[config.mk]
export PLATFORM = sky130hd
export DESIGN_NAME = branch_resolve_unit
export DESIGN_NICKNAME = d
export VERILOG_FILES = /design/src/rtl/branch_resolve_unit_pkg.sv /design/src/rtl/branch_resolve_unit_bht_counter_array.sv /design/src/rtl/branch_resolve_unit.sv
export SDC_FILE = /design/constraint.sdc
export NUM_CORES = 1
export LEC_CHECK = 0
export BUFFER_PORTS_ARGS = -buffer_cell sky130_fd_sc_hd__buf_2
export CAP_MARGIN = 0
export CORE_AREA = 10 10 290 153
export CTS_BUF_LIST = sky130_fd_sc_hd__clkbuf_8
export CTS_CLUSTER_DIAMETER = 40
export DETAILED_ROUTE_END_ITERATION = 8
export DIE_AREA = 0 0 300 163
export PLACE_DENSITY = 0.66
export SYNTH_ARGS = -nofsm -noshare
export SYNTH_HDL_FRONTEND = slang
export SYNTH_SLANG_ARGS = --single-unit
[constraint.sdc]
create_clock -name clk_i -period 8.5 [get_ports clk_i]
set_clock_uncertainty 0.1 [all_clocks]
set_input_delay 1.275 -clock clk_i [delete_from_list [all_inputs] [get_ports clk_i]]
set_output_delay 1.275 -clock clk_i [all_outputs]
set_load 0.02 [all_outputs]
[src/rtl/branch_resolve_unit_pkg.sv]
// rtl/branch_resolve_unit_pkg.sv - shared constants and types for the execute-stage branch unit
//
// Purpose: RV32I branch condition codes, the sequential PC increment and the
//          registered resolve-result record used by branch_resolve_unit.
// Ports:   none (package).
package branch_resolve_unit_pkg;

    localparam logic [2:0] FUNCT3_BEQ  = 3'b000;
    localparam logic [2:0] FUNCT3_BNE  = 3'b001;
    localparam logic [2:0] FUNCT3_BLT  = 3'b100;
    localparam logic [2:0] FUNCT3_BGE  = 3'b101;
    localparam logic [2:0] FUNCT3_BLTU = 3'b110;
    localparam logic [2:0] FUNCT3_BGEU = 3'b111;

    localparam int unsigned PC_INCR = 4;

    // Packages cannot be parameterised, so the redirect field is sized for the
    // widest supported PC and the top zero-extends / truncates at its boundary.
    localparam int unsigned MAX_ADDR_WIDTH = 64;

    typedef struct packed {
        logic                      valid;
        logic                      taken;
        logic                      mispredict;
        logic [MAX_ADDR_WIDTH-1:0] redirect_pc;
    } resolve_t;

endpackage

[src/rtl/branch_resolve_unit_bht_counter_array.sv]
// rtl/branch_resolve_unit_bht_counter_array.sv - branch history table of saturating counters
//
// Purpose: counter storage with a combinational prediction read port and a
//          saturating increment/decrement update port. All counters reset to
//          weakly not-taken. Reads see the pre-update value (no bypass).
// Ports:
//   clk_i, rst_i  clock, asynchronous active-high reset
//   rd_idx_i      lookup index;  rd_taken_o  MSB of the indexed counter
//   wr_en_i       update strobe; wr_idx_i    index to update
//   wr_taken_i    1 = increment, 0 = decrement
module bht_counter_array #(
    parameter int ENTRIES  = 64,
    parameter int CTR_BITS = 2,
    localparam int IDX_W   = $clog2(ENTRIES)
) (
    input  logic             clk_i,
    input  logic             rst_i,
    input  logic [IDX_W-1:0] rd_idx_i,
    output logic             rd_taken_o,
    input  logic             wr_en_i,
    input  logic [IDX_W-1:0] wr_idx_i,
    input  logic             wr_taken_i
);

    localparam logic [CTR_BITS-1:0] CTR_INIT = CTR_BITS'((1 << (CTR_BITS - 1)) - 1);
    localparam logic [CTR_BITS-1:0] CTR_MAX  = '1;

    logic [CTR_BITS-1:0] ctr_q [ENTRIES];

    always_ff @(posedge clk_i or posedge rst_i) begin
        if (rst_i) begin
            for (int i = 0; i < ENTRIES; i++) begin
                ctr_q[i] <= CTR_INIT;
            end
        end else if (wr_en_i) begin
            if (wr_taken_i && (ctr_q[wr_idx_i] != CTR_MAX)) begin
                ctr_q[wr_idx_i] <= ctr_q[wr_idx_i] + 1'b1;
            end else if (!wr_taken_i && (ctr_q[wr_idx_i] != '0)) begin
                ctr_q[wr_idx_i] <= ctr_q[wr_idx_i] - 1'b1;
            end
        end
    end

    assign rd_taken_o = ctr_q[rd_idx_i][CTR_BITS-1];

endmodule

[src/rtl/branch_resolve_unit.sv]
// rtl/branch_resolve_unit.sv - execute-stage branch resolve, predictor table and perf counters
//
// Purpose: evaluates the six RV32I branch conditions, computes the redirect PC,
//          compares against the fetch-time prediction and registers the outcome
//          for one cycle. Owns the BHT read by fetch and saturating counters of
//          resolved and mispredicted branches.
// Ports:
//   clk_i, rst_i            clock, asynchronous active-high reset
//   fetch_pc_i              fetch PC for BHT lookup; fetch_pred_taken_o its prediction
//   valid_i, flush_i        instruction present / kill it (flush wins)
//   Branch_i, funct3_i      conditional branch and its condition code
//   operand1_i, operand2_i  rs1 / rs2 values
//   pc_i, imm_i             branch PC and sign-extended B-immediate
//   pred_taken_i            prediction carried from fetch
//   resolve_valid_o, branch_taken_o, mispredict_o, redirect_pc_o   registered outcome
//   branch_count_o, mispredict_count_o                             saturating perf counters
module branch_resolve_unit
    import branch_resolve_unit_pkg::*;
#(
    parameter int DATA_WIDTH  = 32,
    parameter int ADDR_WIDTH  = 32,
    parameter int BHT_ENTRIES = 64,
    parameter int CTR_BITS    = 2,
    parameter int PERF_WIDTH  = 32
) (
    input  logic                  clk_i,
    input  logic                  rst_i,
    input  logic [ADDR_WIDTH-1:0] fetch_pc_i,
    output logic                  fetch_pred_taken_o,
    input  logic                  valid_i,
    input  logic                  flush_i,
    input  logic                  Branch_i,
    input  logic [2:0]            funct3_i,
    input  logic [DATA_WIDTH-1:0] operand1_i,
    input  logic [DATA_WIDTH-1:0] operand2_i,
    input  logic [ADDR_WIDTH-1:0] pc_i,
    input  logic [ADDR_WIDTH-1:0] imm_i,
    input  logic                  pred_taken_i,
    output logic                  resolve_valid_o,
    output logic                  branch_taken_o,
    output logic                  mispredict_o,
    output logic [ADDR_WIDTH-1:0] redirect_pc_o,
    output logic [PERF_WIDTH-1:0] branch_count_o,
    output logic [PERF_WIDTH-1:0] mispredict_count_o
);

    localparam int IDX_W = $clog2(BHT_ENTRIES);

    logic                  acc;
    logic                  legal;
    logic                  cond_taken;
    logic                  upd;
    logic                  mispred;
    logic [ADDR_WIDTH-1:0] target;
    logic [ADDR_WIDTH-1:0] fallthrough;
    logic [ADDR_WIDTH-1:0] next_pc;
    resolve_t              res_q;
    logic [PERF_WIDTH-1:0] branch_count_q;
    logic [PERF_WIDTH-1:0] mispredict_count_q;

    assign acc = valid_i & Branch_i & ~flush_i;

    always_comb begin
        cond_taken = 1'b0;
        legal      = 1'b1;
        case (funct3_i)
            FUNCT3_BEQ:  cond_taken = (operand1_i == operand2_i);
            FUNCT3_BNE:  cond_taken = (operand1_i != operand2_i);
            FUNCT3_BLT:  cond_taken = ($signed(operand1_i) <  $signed(operand2_i));
            FUNCT3_BGE:  cond_taken = ($signed(operand1_i) >= $signed(operand2_i));
            FUNCT3_BLTU: cond_taken = (operand1_i <  operand2_i);
            FUNCT3_BGEU: cond_taken = (operand1_i >= operand2_i);
            default:     legal      = 1'b0;
        endcase
    end

    // Both sums wrap modulo 2^ADDR_WIDTH by construction.
    assign target      = pc_i + imm_i;
    assign fallthrough = pc_i + ADDR_WIDTH'(PC_INCR);
    assign next_pc     = cond_taken ? target : fallthrough;
    assign mispred     = cond_taken ^ pred_taken_i;

    // Illegal encodings still strobe (as not-taken) but must not train or count.
    assign upd = acc & legal;

    always_ff @(posedge clk_i or posedge rst_i) begin
        if (rst_i) begin
            res_q <= '0;
        end else begin
            res_q.valid      <= acc;
            res_q.taken      <= acc & cond_taken;
            res_q.mispredict <= acc & mispred;
            if (acc) begin
                res_q.redirect_pc <= MAX_ADDR_WIDTH'(next_pc);
            end
        end
    end

    always_ff @(posedge clk_i or posedge rst_i) begin
        if (rst_i) begin
            branch_count_q     <= '0;
            mispredict_count_q <= '0;
        end else if (upd) begin
            if (branch_count_q != '1) begin
                branch_count_q <= branch_count_q + 1'b1;
            end
            if (mispred && (mispredict_count_q != '1)) begin
                mispredict_count_q <= mispredict_count_q + 1'b1;
            end
        end
    end

    bht_counter_array #(
        .ENTRIES  (BHT_ENTRIES),
        .CTR_BITS (CTR_BITS)
    ) u_bht (
        .clk_i      (clk_i),
        .rst_i      (rst_i),
        .rd_idx_i   (fetch_pc_i[IDX_W+1:2]),
        .rd_taken_o (fetch_pred_taken_o),
        .wr_en_i    (upd),
        .wr_idx_i   (pc_i[IDX_W+1:2]),
        .wr_taken_i (cond_taken)
    );

    // Only the index bits of the fetch PC and the low ADDR_WIDTH bits of the
    // stored redirect are meaningful; fold the rest away.
    logic unused_bits;
    assign unused_bits = ^{fetch_pc_i, res_q.redirect_pc};

    assign resolve_valid_o    = res_q.valid;
    assign branch_taken_o     = res_q.taken;
    assign mispredict_o       = res_q.mispredict;
    assign redirect_pc_o      = res_q.redirect_pc[ADDR_WIDTH-1:0];
    assign branch_count_o     = branch_count_q;
    assign mispredict_count_o = mispredict_count_q;

endmodule

==> results of run 1 <==
[where the power goes]
part / internal [mW] / total, mW / switching (mW) / leakage [nW]
logic: 0.275 / 0.852 / 0.577 / 4.37
registers: 1.16 / 1.22 / 0.0657 / 2.87
clock network: 0.573 / 1.07 / 0.497 / 0.462
[worst reg2reg max path: cells and delay by family, from the launching register on]
family | cells | cell delay, ns
buffers and inverters | 4 | 1.39
AO/OA/AOI/OAI | 4 | 0.80
flip-flops | 1 | 0.53
adder cells (fa/ha/maj) | 1 | 0.30
multiplexers | 1 | 0.38
AND/OR/NAND/NOR | 2 | 0.79
[kinds of logic (layout without fill, tap and decap cells)]
kind of cell,count (synthesis),after routing,share of synthesized area
AOI/OAI and AO/OA,572,572,0.256
muxes,28,28,0.0362
adders and majority gates,69,69,0.0563
other,0,1,0
and+or+nand+nor,487,487,0.154
xor gates and xnor gates,116,116,0.0662
DFF,227,227,0.372
buffers and inverters,225,447,0.0587
[metal layers]
layer	GRT usage	up-vias
met5	0	-
met2	0.295	777
met4	0.0478	0
met3	0.0766	84
li1	-	6855
met1	0.319	7386
[final cells by class]
class                   instances  area (µm²)  share of cell area
diodes                          1        2.50            0.000140
clock buffers                  48         661              0.0369
clock inverters                22         149             0.00833
inverters                     115         439              0.0246
multi-input cells            1272        8830               0.494
flip-flops and latches        227        5760               0.322
well taps                     540         676              0.0378
repair buffers                262        1360              0.0761
[synth_stat cells, types with 27 or more instances]
cell type and instances:
dfrtp_1 163, nand2_1 163, o21ai_0 131, o221ai_1 128, inv_1 113, nor2_1 104, a21oi_1 90, ha_1 68
a22oi_1 67, clkbuf_1 64, dfstp_2 64, nand3_1 62, xor2_1 58, xnor2_1 57, o22ai_1 39, nor3_1 36
nand4_1 32, buf_2 27
[path summary, 6_finish.rpt]
kind	end	depth (start not counted)
worst max-delay path	u_bht.ctr_q[25]$_DFFE_PP0P_	15
worst min-delay path	flip-flop	2
worst max register to register	u_bht.ctr_q[25]$_DFFE_PP0P_	12
worst min register to register	flip-flop	2
max in group asynchronous	redirect_pc_o[15]$_DFFE_PP0P_	3
min in group asynchronous	u_bht.ctr_q[55]$_DFFE_PP0P_	2
[metrics by stage]
step | setup slack, ns | util | hold slack (ns)
floorplan | 1.01 | - | 0.344
global placement | 2.65 | 0.431 | 0.353
detailed placement | 2.52 | 0.431 | 0.356
CTS | 3.14 | 0.452 | 0.365
global route | 2.74 | 0.452 | 0.390
finish | 2.84 | 0.452 | 0.362
==> impl_metrics.ini, run 1 <==
[drt]
wl_met3_mm = 7.08
drt-total-wl_mm = 55.8
vias = 15100
avgViaCountPerCell = 6.07
dr_wl_met2_mm = 22.3
wirelength_met1_mm = 25.6
dr.pass1.iters = 6
wl_per_cell_um = 22.4
drc_errors = 0
postRouteAntennaNets = 0
drt_iter0_markers = 1782
top_layer = met4

[logic_synthesis]
synth_nets = 1962
synth-edff-count = 0
syn_area_per_cell_um2 = 8.97
ys_seq_elements = 227
synthArstFlopShare = 1.00
synth_flop_cell = dfrtp_1
syn_area_mm2 = 0.0155
yosys_warnings = 0
synth_top_area_cell = dfrtp_1
synth_top_cell_area_share = 0.264
ys_seq_area_frac = 0.372
synthDistinctLibCells = 77
netlist_instances = 1724
ys_top_cells_by_area = dfrtp_1 (26%), dfstp_2 (11%), o221ai_1 (7.2%)

[final_layout]
nFillCells = 3843
drive_above_1_share = 0.230
fin_nets = 2155
syn_to_final_growth_pct = 15.6
final_common_cell = buf_2
final_area_mm2 = 0.0179
layout_common_cells = buf_2 (242), nand2_1 (163), dfrtp_1 (163)
instances_no_fill = 2487

[floorplan]
fp.dieH_um = 163
num_rows = 52
core_area_mm2 = 0.0396
start_util = 0.391
ios = 269
die_x_um = 300
die-area_mm2 = 0.0489

[placed_design]
place.gp.congestion = 0.964
placedCellCount = 2416
place_area_mm2 = 0.0171
io_buffers = 242
hpwl_mm = 39.5

[timing]
period_share = 0.665
fin_tns_setup_ns = 0
report.final.slew_viol_count = 0
hold_violations = 0
min_period_ns = 5.66
setup_viol = 0
slew-limit-headroom = 0.0594
worstMarginPinSlew_ns = 1.41
fmax_ghz = 0.177
rsz0062_at_grt = false

[cts]
cts_tree = done
cts_buffer_depth = 3
cts.hold.buffers_added = 0
cts_resized = 0
cts_made_buffers = 39
cts_setup_buffers = 0
clock_tree.root_cell = clkbuf_8
h-tree-depth = 2
clock_latency_ns = 0.58
cts.reportedPaths.clkPinSlew_ns = 0.08
cts_sinks = 227

[setup_path]
crit_fanout = 53
crit_chain = buf_2 -> nand2_1 -> or2_1 -> o22ai_1 -> nor4_1 -> mux4_2 -> nand2_1 -> o21ai_0 -> buf_4 -> ha_2 -> buf_4 -> inv_2 -> buf_4 -> o221ai_1 -> a22oi_1
cp.required_ns = 8.89
r2r_slack_ns = 4.12
cp_top_family = simple AND/OR/NAND/NOR gates
critPathBufInv = 5
critPathLaunch = pc_i[4]
slowest_stage = nor4_1
worstPathArrival_ns = 6.04
critPathKind = primary input to flip-flop
worstSetupEndpointType = flip-flop
crit_path_frequent_cell = buf_4
slowest_delay_ns = 0.74
critPathLaunchType = primary input

[global_route]
grtUsageTotal = 0.217
grt_pass1_vias = 14100
grt_max_degree = 104
antenna_found_initial = 1
overflow = 0
grt_pass1_wl_mm = 84.9

[run_status]
status = complete, no violations

[power_and_ir_drop]
power_mw = 3.14
powerDensity_mw_per_mm2 = 176
peakVddDrop_mv = 0.0737
leakagePower_nw = 7.70

[run]
drv_cap = 0

[worst_hold_path]
hold_path_class = flip-flop to flip-flop
(Power assumes the default switching activity.)
==> run 2, diff against run 1 <==
Settings changed: PLACE_DENSITY 0.66 to 0.68.
Clock period 8.5 ns to 4.9 ns, I/O delays scaled along.
==> run 2 against run 1 <==
Clock power is 72% higher; utilization is 0.70 points higher; highest routed layer is now met5; register-to-register slack worse by 2.9 ns; setup slack worse by 2.2 ns; power is 75% higher; worst hold slack worse by 0.16 ns.
==> impl_metrics.ini, run 2 (same netlist as run 1, synthesis figures left out) <==
[timing]
period_share = 0.876
worstMarginPinSlew_ns = 1.20
rsz0062_at_grt = false
min_period_ns = 4.29
fmax_ghz = 0.233
slew-limit-headroom = 0.199
hold_violations = 0
holdWs_ns = 0.203
layout_setup_ws_ns = 0.606
setup_viol = 0
fin_tns_setup_ns = 0
report.final.slew_viol_count = 0

[cts]
cts.hold.buffers_added = 0
cts_made_buffers = 39
clock_tree.root_cell = clkbuf_8
cts.reportedPaths.clkPinSlew_ns = 0.07
h-tree-depth = 2
cts_resized = 0
clock_latency_ns = 0.59
cts_buffer_depth = 3
cts_setup_buffers = 0
cts_sinks = 227
cts_tree = done

[floorplan]
start_util = 0.391
ios = 269
num_rows = 52
core_area_mm2 = 0.0396
die_x_um = 300
fp.dieH_um = 163
die-area_mm2 = 0.0489

[global_route]
overflow = 0
grt_max_degree = 75
antenna_found_initial = 1
grt_pass1_vias = 14700
grt_pass1_wl_mm = 87.2
grtUsageTotal = 0.222

[final_layout]
fin_nets = 2188
final_common_cell = buf_2
syn_to_final_growth_pct = 17.4
layout_common_cells = buf_2 (242), nand2_1 (163), dfrtp_1 (163)
drive_above_1_share = 0.242

[drt]
drt_iter0_markers = 1850
postRouteAntennaNets = 0
drc_errors = 0
drt-total-wl_mm = 56.5
dr.pass1.iters = 6
wl_per_cell_um = 22.4
vias = 15500
avgViaCountPerCell = 6.16

[placed_design]
pre_cts_ws_ns = 0.165
io_buffers = 242
hpwl_mm = 41.2
place.gp.congestion = 0.979

[setup_path]
crit_fanout = 49
r2r_slack_ns = 1.18
cp.required_ns = 5.28
critPathKind = primary input to flip-flop
cp_top_family = simple AND/OR/NAND/NOR gates
slowest_delay_ns = 0.64
crit_chain = buf_2 -> or3b_1 -> o22ai_1 -> nor4_1 -> buf_4 -> mux4_2 -> nand2_1 -> o21ai_0 -> buf_4 -> ha_2 -> or3_2 -> nand2_4 -> nand2b_4 -> o21ai_0
slowest_stage = or3b_1
worstSetupEndpointType = flip-flop
critPathLaunchType = primary input
worstPathArrival_ns = 4.68
critPathBufInv = 3

[run]
drv_cap = 0

[power_and_ir_drop]
leakagePower_nw = 7.86
powerDensity_mw_per_mm2 = 303
peakVddDrop_mv = 0.172

[worst_hold_path]
hold_path_class = primary input to asynchronous set/reset pin

[run_status]
status = complete, no violations
==> run 2: where the power goes <==
group	switching (mW)	total [mW]	leakage, nW	internal, mW
logic	1.02	1.53	4.53	0.511
clock network	0.876	1.84	0.453	0.967
registers	0.113	2.12	2.87	2.01
==> run 2: worst paths after layout <==
kind | start | end | depth (start not counted)
worst max-delay path | pc_i[2] | flip-flop | 14
worst min-delay path | rst_i | branch_count_o[15]$_DFFE_PP0P_ | 2
worst max register to register | flip-flop | flip-flop | 14
worst min register to register | flip-flop | flip-flop | 2
max in group asynchronous | rst_i | u_bht.ctr_q[1]$_DFFE_PP0P_ | 3
min in group clk_i | pc_i[31] | redirect_pc_o[31]$_DFFE_PP0P_ | 2
==> run 2: metrics by stage <==
stage	cell area (µm²)	std cells	utilization	power (mW)
global route	18200	2521	0.459	5.76
CTS	18200	2521	0.459	5.50
finish	18200	2523	0.459	5.50
detailed placement	17300	2449	0.438	3.65
floorplan	15500	1724	-	3.10
global placement	17300	2449	0.438	3.60
==> run 2: per-layer routing <==
metal  global-route usage  routed length (µm)
met5              0.00496                 129
met4               0.0462                1010
met3               0.0783                7340
met2                0.298               22300
met1                0.330               25700
==> run 2: final cells by class <==
| type | count | area (µm²) |
|---|---|---|
| antenna | 2 | 5.00 |
| clock buffer | 46 | 633 |
| clock inverter | 26 | 175 |
| fill | 3821 | 21400 |
| inverter | 115 | 435 |
| multi-input combinational | 1272 | 8820 |
| sequential | 227 | 5760 |
| tap | 540 | 676 |
| timing repair buffer | 295 | 1650 |
==> run 2: worst reg2reg max path, stage by stage (launching register included) <==
cell and delay, ns:
dfstp_2 0.55, o22a_1 0.13, o221ai_1 0.12, nor3_1 0.57, mux4_2 0.35, nand2_1 0.05
o21ai_0 0.14, buf_4 0.23, inv_1 0.05, ha_1 0.18, inv_1 0.11, o21ai_4 0.09
nand2_4 0.16, nand2b_4 0.38, o21ai_0 0.41
